File: config.mk
export PLATFORM = sky130hd
export DESIGN_NAME = seg_timer_display
export DESIGN_NICKNAME = d
export VERILOG_FILES = /design/src/rtl/seg_timer_display.sv
export SDC_FILE = /design/constraint.sdc
export NUM_CORES = 1
export LEC_CHECK = 0
export CAP_MARGIN = 20
export CORE_ASPECT_RATIO = 1.2
export CORE_MARGIN = 5
export CORE_UTILIZATION = 45
export DETAILED_ROUTE_END_ITERATION = 6
export PLACE_DENSITY_LB_ADDON = 0.15
export SETUP_SLACK_MARGIN = 0.15
export SLEW_MARGIN = 40
export SYNTH_ARGS = -nofsm -noshare
export SYNTH_HDL_FRONTEND = slang
export SYNTH_SLANG_ARGS = --single-unit
File: constraint.sdc
create_clock -name clk -period 1.95 [get_ports clk]
set_input_delay 0.39 -clock clk [delete_from_list [all_inputs] [get_ports clk]]
set_output_delay 0.39 -clock clk [all_outputs]
set_load 0.01 [all_outputs]
File: src/rtl/seg_timer_display.sv
// seg_timer_display
//   Converts the 8-bit remaining-seconds count (0..255) to BCD with a sequential
//   double-dabble engine and drives a 4-digit multiplexed seven-segment display.
//
// Parameters
//   SCAN_CYCLES   clk cycles each digit slot stays active
//   BLINK_CYCLES  clk cycles per blink half-period (only with SEG_BLINK_EN)
//
// Ports
//   clk     in   1   system clock, posedge
//   rst_n   in   1   asynchronous active-low reset
//   num     in   8   remaining time in seconds, unsigned
//   paused  in   1   game paused (only with SEG_BLINK_EN)
//   bcd     out  12  {hundreds,tens,ones} of the last completed conversion
//   busy    out  1   conversion in progress
//   an      out  4   digit enables, active-low, an[0] = ones (rightmost)
//   seven   out  8   segments {dp,g,f,e,d,c,b,a}, active-low, dp always 1
//
// Configuration
//   SEG_BLINK_EN  when defined, adds the paused port and a blink counter that
//                 darkens the whole display every other half-period while paused.

`timescale 1ns/1ps

module seg_timer_display #(
    parameter int unsigned SCAN_CYCLES  = 100000
`ifdef SEG_BLINK_EN
    ,
    parameter int unsigned BLINK_CYCLES = 25000000
`endif
) (
    input  logic        clk,
    input  logic        rst_n,
    input  logic [7:0]  num,
`ifdef SEG_BLINK_EN
    input  logic        paused,
`endif
    output logic [11:0] bcd,
    output logic        busy,
    output logic [3:0]  an,
    output logic [7:0]  seven
);

    localparam int unsigned ScanW = (SCAN_CYCLES > 1) ? $clog2(SCAN_CYCLES) : 1;

    typedef enum logic [1:0] {
        StIdle,
        StShift,
        StDone
    } conv_state_e;

    // Active-low segment pattern for one BCD digit.
    function automatic logic [7:0] seg_code(input logic [3:0] d);
        logic [7:0] s;
        case (d)
            4'd0:    s = 8'hC0;
            4'd1:    s = 8'hF9;
            4'd2:    s = 8'hA4;
            4'd3:    s = 8'hB0;
            4'd4:    s = 8'h99;
            4'd5:    s = 8'h92;
            4'd6:    s = 8'h82;
            4'd7:    s = 8'hF8;
            4'd8:    s = 8'h80;
            4'd9:    s = 8'h90;
            default: s = 8'hFF;
        endcase
        return s;
    endfunction

    function automatic logic [3:0] add3(input logic [3:0] n);
        return (n >= 4'd5) ? n + 4'd3 : n;
    endfunction

    // ------------------------------------------------------------------
    // Converter
    // ------------------------------------------------------------------
    conv_state_e state_q, state_d;
    logic        pending_q, pending_d;
    logic [7:0]  last_num_q, last_num_d;
    logic [7:0]  shadow_q, shadow_d;
    logic [11:0] work_q, work_d;
    logic [2:0]  bit_cnt_q, bit_cnt_d;
    logic [11:0] bcd_q, bcd_d;
    logic        busy_q, busy_d;
    logic [11:0] work_adj;

    always_comb begin
        work_adj = {add3(work_q[11:8]), add3(work_q[7:4]), add3(work_q[3:0])};

        state_d    = state_q;
        pending_d  = pending_q;
        last_num_d = last_num_q;
        shadow_d   = shadow_q;
        work_d     = work_q;
        bit_cnt_d  = bit_cnt_q;
        bcd_d      = bcd_q;
        busy_d     = busy_q;

        case (state_q)
            StIdle: begin
                if (pending_q || (num != last_num_q)) begin
                    shadow_d   = num;
                    last_num_d = num;
                    pending_d  = 1'b0;
                    work_d     = '0;
                    bit_cnt_d  = '0;
                    busy_d     = 1'b1;
                    state_d    = StShift;
                end
            end
            StShift: begin
                // Hundreds never exceeds 2 for an 8-bit input, so bit 11 is always 0.
                work_d    = {work_adj[10:0], shadow_q[7]};
                shadow_d  = {shadow_q[6:0], 1'b0};
                bit_cnt_d = bit_cnt_q + 3'd1;
                if (bit_cnt_q == 3'd7) begin
                    state_d = StDone;
                end
            end
            StDone: begin
                bcd_d   = work_q;
                busy_d  = 1'b0;
                state_d = StIdle;
            end
            default: state_d = StIdle;
        endcase
    end

    always_ff @(posedge clk or negedge rst_n) begin
        if (!rst_n) begin
            state_q    <= StIdle;
            pending_q  <= 1'b1;
            last_num_q <= '0;
            shadow_q   <= '0;
            work_q     <= '0;
            bit_cnt_q  <= '0;
            bcd_q      <= '0;
            busy_q     <= 1'b0;
        end else begin
            state_q    <= state_d;
            pending_q  <= pending_d;
            last_num_q <= last_num_d;
            shadow_q   <= shadow_d;
            work_q     <= work_d;
            bit_cnt_q  <= bit_cnt_d;
            bcd_q      <= bcd_d;
            busy_q     <= busy_d;
        end
    end

    assign bcd  = bcd_q;
    assign busy = busy_q;

    // ------------------------------------------------------------------
    // Display scan
    // ------------------------------------------------------------------
    logic [ScanW-1:0] scan_cnt_q, scan_cnt_d;
    logic [1:0]       digit_idx_q, digit_idx_d;
    logic [3:0]       an_q, an_d;
    logic [7:0]       seven_q, seven_d;
    logic             scan_wrap;
    logic             hund_blank, tens_blank;

`ifdef SEG_BLINK_EN
    localparam int unsigned BlinkW = (BLINK_CYCLES > 1) ? $clog2(BLINK_CYCLES) : 1;

    logic [BlinkW-1:0] blink_cnt_q, blink_cnt_d;
    logic              blink_phase_q, blink_phase_d;
    logic              blink_wrap;

    always_comb begin
        blink_wrap    = (blink_cnt_q == BlinkW'(BLINK_CYCLES - 1));
        blink_cnt_d   = blink_wrap ? '0 : blink_cnt_q + 1'b1;
        blink_phase_d = blink_wrap ? ~blink_phase_q : blink_phase_q;
    end

    always_ff @(posedge clk or negedge rst_n) begin
        if (!rst_n) begin
            blink_cnt_q   <= '0;
            blink_phase_q <= 1'b0;
        end else begin
            blink_cnt_q   <= blink_cnt_d;
            blink_phase_q <= blink_phase_d;
        end
    end
`endif

    always_comb begin
        scan_wrap   = (scan_cnt_q == ScanW'(SCAN_CYCLES - 1));
        scan_cnt_d  = scan_wrap ? '0 : scan_cnt_q + 1'b1;
        digit_idx_d = scan_wrap ? digit_idx_q + 2'd1 : digit_idx_q;

        // Leading-zero blanking; ones is always shown.
        hund_blank = (bcd_q[11:8] == 4'd0);
        tens_blank = hund_blank && (bcd_q[7:4] == 4'd0);

        unique case (digit_idx_q)
            2'd0: begin
                an_d    = 4'b1110;
                seven_d = seg_code(bcd_q[3:0]);
            end
            2'd1: begin
                an_d    = 4'b1101;
                seven_d = tens_blank ? 8'hFF : seg_code(bcd_q[7:4]);
            end
            2'd2: begin
                an_d    = 4'b1011;
                seven_d = hund_blank ? 8'hFF : seg_code(bcd_q[11:8]);
            end
            default: begin
                // Blank fourth slot keeps each digit at 1/4 duty.
                an_d    = 4'b1111;
                seven_d = 8'hFF;
            end
        endcase

`ifdef SEG_BLINK_EN
        if (paused && blink_phase_q) begin
            an_d    = 4'b1111;
            seven_d = 8'hFF;
        end
`endif
    end

    always_ff @(posedge clk or negedge rst_n) begin
        if (!rst_n) begin
            scan_cnt_q  <= '0;
            digit_idx_q <= '0;
            an_q        <= 4'b1111;
            seven_q     <= 8'hFF;
        end else begin
            scan_cnt_q  <= scan_cnt_d;
            digit_idx_q <= digit_idx_d;
            an_q        <= an_d;
            seven_q     <= seven_d;
        end
    end

    assign an    = an_q;
    assign seven = seven_q;

endmodule

==> results.sh <==
export IMPL_outcome="finished clean"
export IMPL_die_area_um2=11400
export IMPL_portBuffers=32
export IMPL_met2_usage_pct=28.1
export IMPL_avgSynthCellArea_um2=9.94
export IMPL_yosysSeqAreaShare_pct=45.7
export IMPL_endpoint_kind="flop"
export IMPL_fp_dieW_um=98.1
export IMPL_drt_wl_total_um=8410
export IMPL_synth_area_leader_cell="dfrtp_1"
export IMPL_vias_per_cell=5.32
export IMPL_clkPwrFrac_pct=16.9
export IMPL_cp_top_family="simple AND/OR/NAND/NOR gates"
export IMPL_slowest_delay_ns=0.54
export IMPL_finClkSkew_ns=0.00992
export IMPL_cts_tree="built"
export IMPL_power_frac_comb_pct=47.1
export IMPL_synth_simple_gate_area_share_pct=15.8
export IMPL_synth_cells=422
export IMPL_max_clock_path_buffers=2
export IMPL_num_rows=38
export IMPL_synthAdderAreaFrac_pct=9.54
export IMPL_regArea_um2=1920
export IMPL_timing_rr_start="scan_cnt_q[14]$_DFF_PN0_"
export IMPL_multi_input_area_um2=2110
export IMPL_startpoint_type="flop"
export IMPL_die_h_um=116
export IMPL_dpl_cell_area_um2=4750
export IMPL_fin_util_pct=55.6
export IMPL_setup_viol=0
export IMPL_synth_ff_type="dfrtp_1"
export IMPL_grt_busiest_layer="met2"
export IMPL_via_count=3174
export IMPL_clk_pin_slew_ns=0.08
export IMPL_fin_area_um2=5050
export IMPL_use_met1_pct=18.7
export IMPL_route_detailed_drc=0
export IMPL_fin_crit_sh_pct=93.1
export IMPL_cp_slowest_cell="or4b_4"
export IMPL_overflow=0
export IMPL_drtAntennaViolNets=0
export IMPL_insertion_delay_ns=0.36
export IMPL_cp_required_ns=2.20
export IMPL_max_slew_margin_pct=65.8
export IMPL_p_per_area_nw_per_um2=1430
export IMPL_initial_core_util_pct=46.2
export IMPL_path_buf_inv=0
export IMPL_synth_top_area_share_pct=38.8
export IMPL_whs_ns=0.464
export IMPL_worst_path_stages=4
export IMPL_timing_rr_end="digit_idx_q[1]$_DFFE_PN0N_"
export IMPL_drive_gt1_share_pct=17.0
export IMPL_grtUsageMet3_pct=3.13
export IMPL_synth_compound_area_share_pct=15.4
export IMPL_dp_hpwl_um=5960
export IMPL_pre_cts_slack_ns=-0.122
export IMPL_critical_path_class="flop to flop"
export IMPL_timing_final_hold_violations=0
export IMPL_cp_arrival_ns=2.06
export IMPL_rsz0062_at_grt="true"
export IMPL_hold_class="input pin to async pin"
export IMPL_grt_pass1_wl_um=14600
export IMPL_p_sw_share_pct=37.9
export IMPL_period_needed_ns=1.82
export IMPL_yosysWarningCount=0
export IMPL_tightest_slew_ns=0.509
export IMPL_grt_antenna_before_repair=0
export IMPL_yosysUniqueCellTypes=48
export IMPL_io_pins=35
export IMPL_yosys_top_cells_area="dfrtp_1 (39%), ha_1 (9.5%), dfstp_2 (6.9%)"
export IMPL_vdd_drop_max_mv=0.595
export IMPL_fillers=802
export IMPL_synthMuxAreaShare_pct=3.13
export IMPL_drt_iter0_drc=144
export IMPL_final_common_cell="dfrtp_1"
export IMPL_net_switching_power_mw=2.75
export IMPL_cp_cell_sequence="or4b_4 > nor4b_2 > and4_4 > mux2_4"
export IMPL_async_reset_ff_share_pct=100
export IMPL_ys_ff_latch=76
export IMPL_synth_area_um2=4200
export IMPL_core_area_um2=9080
export IMPL_reg2reg_depth=4
export IMPL_gp_congestion=0.804
export IMPL_clock_root_buffer="clkbuf_8"
export IMPL_cts_sinks=76
export IMPL_synth_xor_area_share_pct=5.85
export IMPL_synth_edff_count=0
export IMPL_slew_violations=0
export IMPL_cts_buffers=9
export IMPL_grt_max_degree=56
export IMPL_htree_num_levels=3
export IMPL_internal_power_mw=4.49
export IMPL_syn_to_final_growth_pct=20.3
export IMPL_reg2reg_slack_ns=0.13
export IMPL_setup_slack_ns=0.134
export IMPL_setup_tns_ns=0
export IMPL_antenna_cells=0
export IMPL_fmaxAchievable_ghz=0.551
export IMPL_final_cell_mix="dfrtp_1 (58), nand2_1 (44), ha_1 (32)"
export IMPL_wl_per_cell_um=14.1
export IMPL_grt_use_total_pct=16.0
export IMPL_p_seq_share_pct=36.0
export IMPL_grt_pass1_vias=3157
export IMPL_dr_pass1_iters=5
export IMPL_nets=514
export IMPL_drv_cap=0
export IMPL_synth_top_family_by_area="simple AND/OR/NAND/NOR gates"
export IMPL_leakage_nw=2.27
export IMPL_worstPathMaxFanout=2
[Yosys cell counts (4+ instances only)]
| cell | number |
|---|---|
| clkbuf_1 | 18 |
| o21ai_0 | 30 |
| o211ai_1 | 9 |
| nor2_1 | 25 |
| xor2_1 | 17 |
| nor3_1 | 5 |
| nand2b_1 | 4 |
| nand2_1 | 44 |
| nand3_1 | 7 |
| xnor2_1 | 11 |
| a22o_1 | 10 |
| a21oi_1 | 15 |
| inv_1 | 23 |
| dfstp_2 | 11 |
| nand4_1 | 11 |
| mux2_2 | 9 |
| o221ai_1 | 4 |
| a211oi_1 | 4 |
| ha_1 | 32 |
| dfrtp_1 | 65 |
| and4_1 | 5 |
| nor2b_1 | 11 |
| nand4b_1 | 4 |
| a22oi_1 | 8 |
[stage by stage]
stage | total power, mW | std cells
2_1_floorplan | 4.76 | 423
3_3_place_gp | 5.87 | 572
3_5_place_dp | 5.95 | 572
4_1_cts | 7.22 | 594
5_1_grt | 7.84 | 597
6_report | 7.24 | 597
[registers in the layout, summed over array words and instances (netlist names), 2 cells and up]
signal,count
bit_cnt_q,3
scan_cnt_q,17
digit_idx_q,2
work_q,12
seven,7
shadow_q,8
state_q,2
bcd,12
an,3
last_num_q,8
[cell type report]
cell class / instances / share of cell area [%]
Sequential cell: 76 / 38.1
Multi-Input combinational cell: 301 / 41.9
Clock inverter: 4 / 0.942
Inverter: 23 / 1.71
Timing Repair Buffer: 61 / 11.3
Clock buffer: 12 / 3.07
Tap cell: 120 / 2.97
[repair_timing]
item | in CTS | in global routing
endpoints found under the hold margin | 11 | 0
gates resized for setup | 18 | 7
hold buffers | 1 | 0
setup buffers | 5 | 3
setup endpoints to repair | 24 | 20
pin swaps | 1 | 2
[cells by family (layout without fill, tap and decap cells)]
family / after synthesis / in the layout
AND/OR/NAND/NOR: 130 / 130
AO/OA/AOI/OAI: 97 / 97
flip-flops: 76 / 76
buffers and inverters: 46 / 100
adder cells (fa/ha/maj): 32 / 32
XOR/XNOR: 28 / 28
multiplexers: 12 / 12
other: 1 / 2
[power by group through the flow]
stage / registers (mW) / logic, mW / clock network, mW
final: 2.61 / 3.41 / 1.22
after floorplan: 2.60 / 2.17 / 0
after global placement: 2.71 / 3.16 / 0
after detailed placement: 2.73 / 3.22 / 0
after CTS: 2.63 / 3.32 / 1.27
after global routing: 2.69 / 3.81 / 1.33
[routing by layer]
metal | share of wire [%] | wire [µm]
met5 | 0 | 0
met4 | 2.7 | 229
met2 | 51 | 4280
met3 | 3.1 | 263
met1 | 43 | 3640
[how the worst max path moves through the flow]
stage / from / to / slack, ns
global placement: num[5] / shadow_q[4]$_DFFE_PN0P_ / -0.12
global route: digit_idx_q[0]$_DFFE_PN0N_ / seven[6]$_DFF_PN1_ / 0.07
CTS: bcd[7]$_DFFE_PN0P_ / bcd[7] / 0.12
floorplan: scan_cnt_q[14]$_DFF_PN0_ / digit_idx_q[1]$_DFFE_PN0N_ / 0.17
finish: scan_cnt_q[14]$_DFF_PN0_ / digit_idx_q[1]$_DFFE_PN0N_ / 0.13
detailed placement: num[2] / bit_cnt_q[0]$_DFFE_PN0P_ / -0.12
No activity file was read; power rests on OpenSTA's default activity.
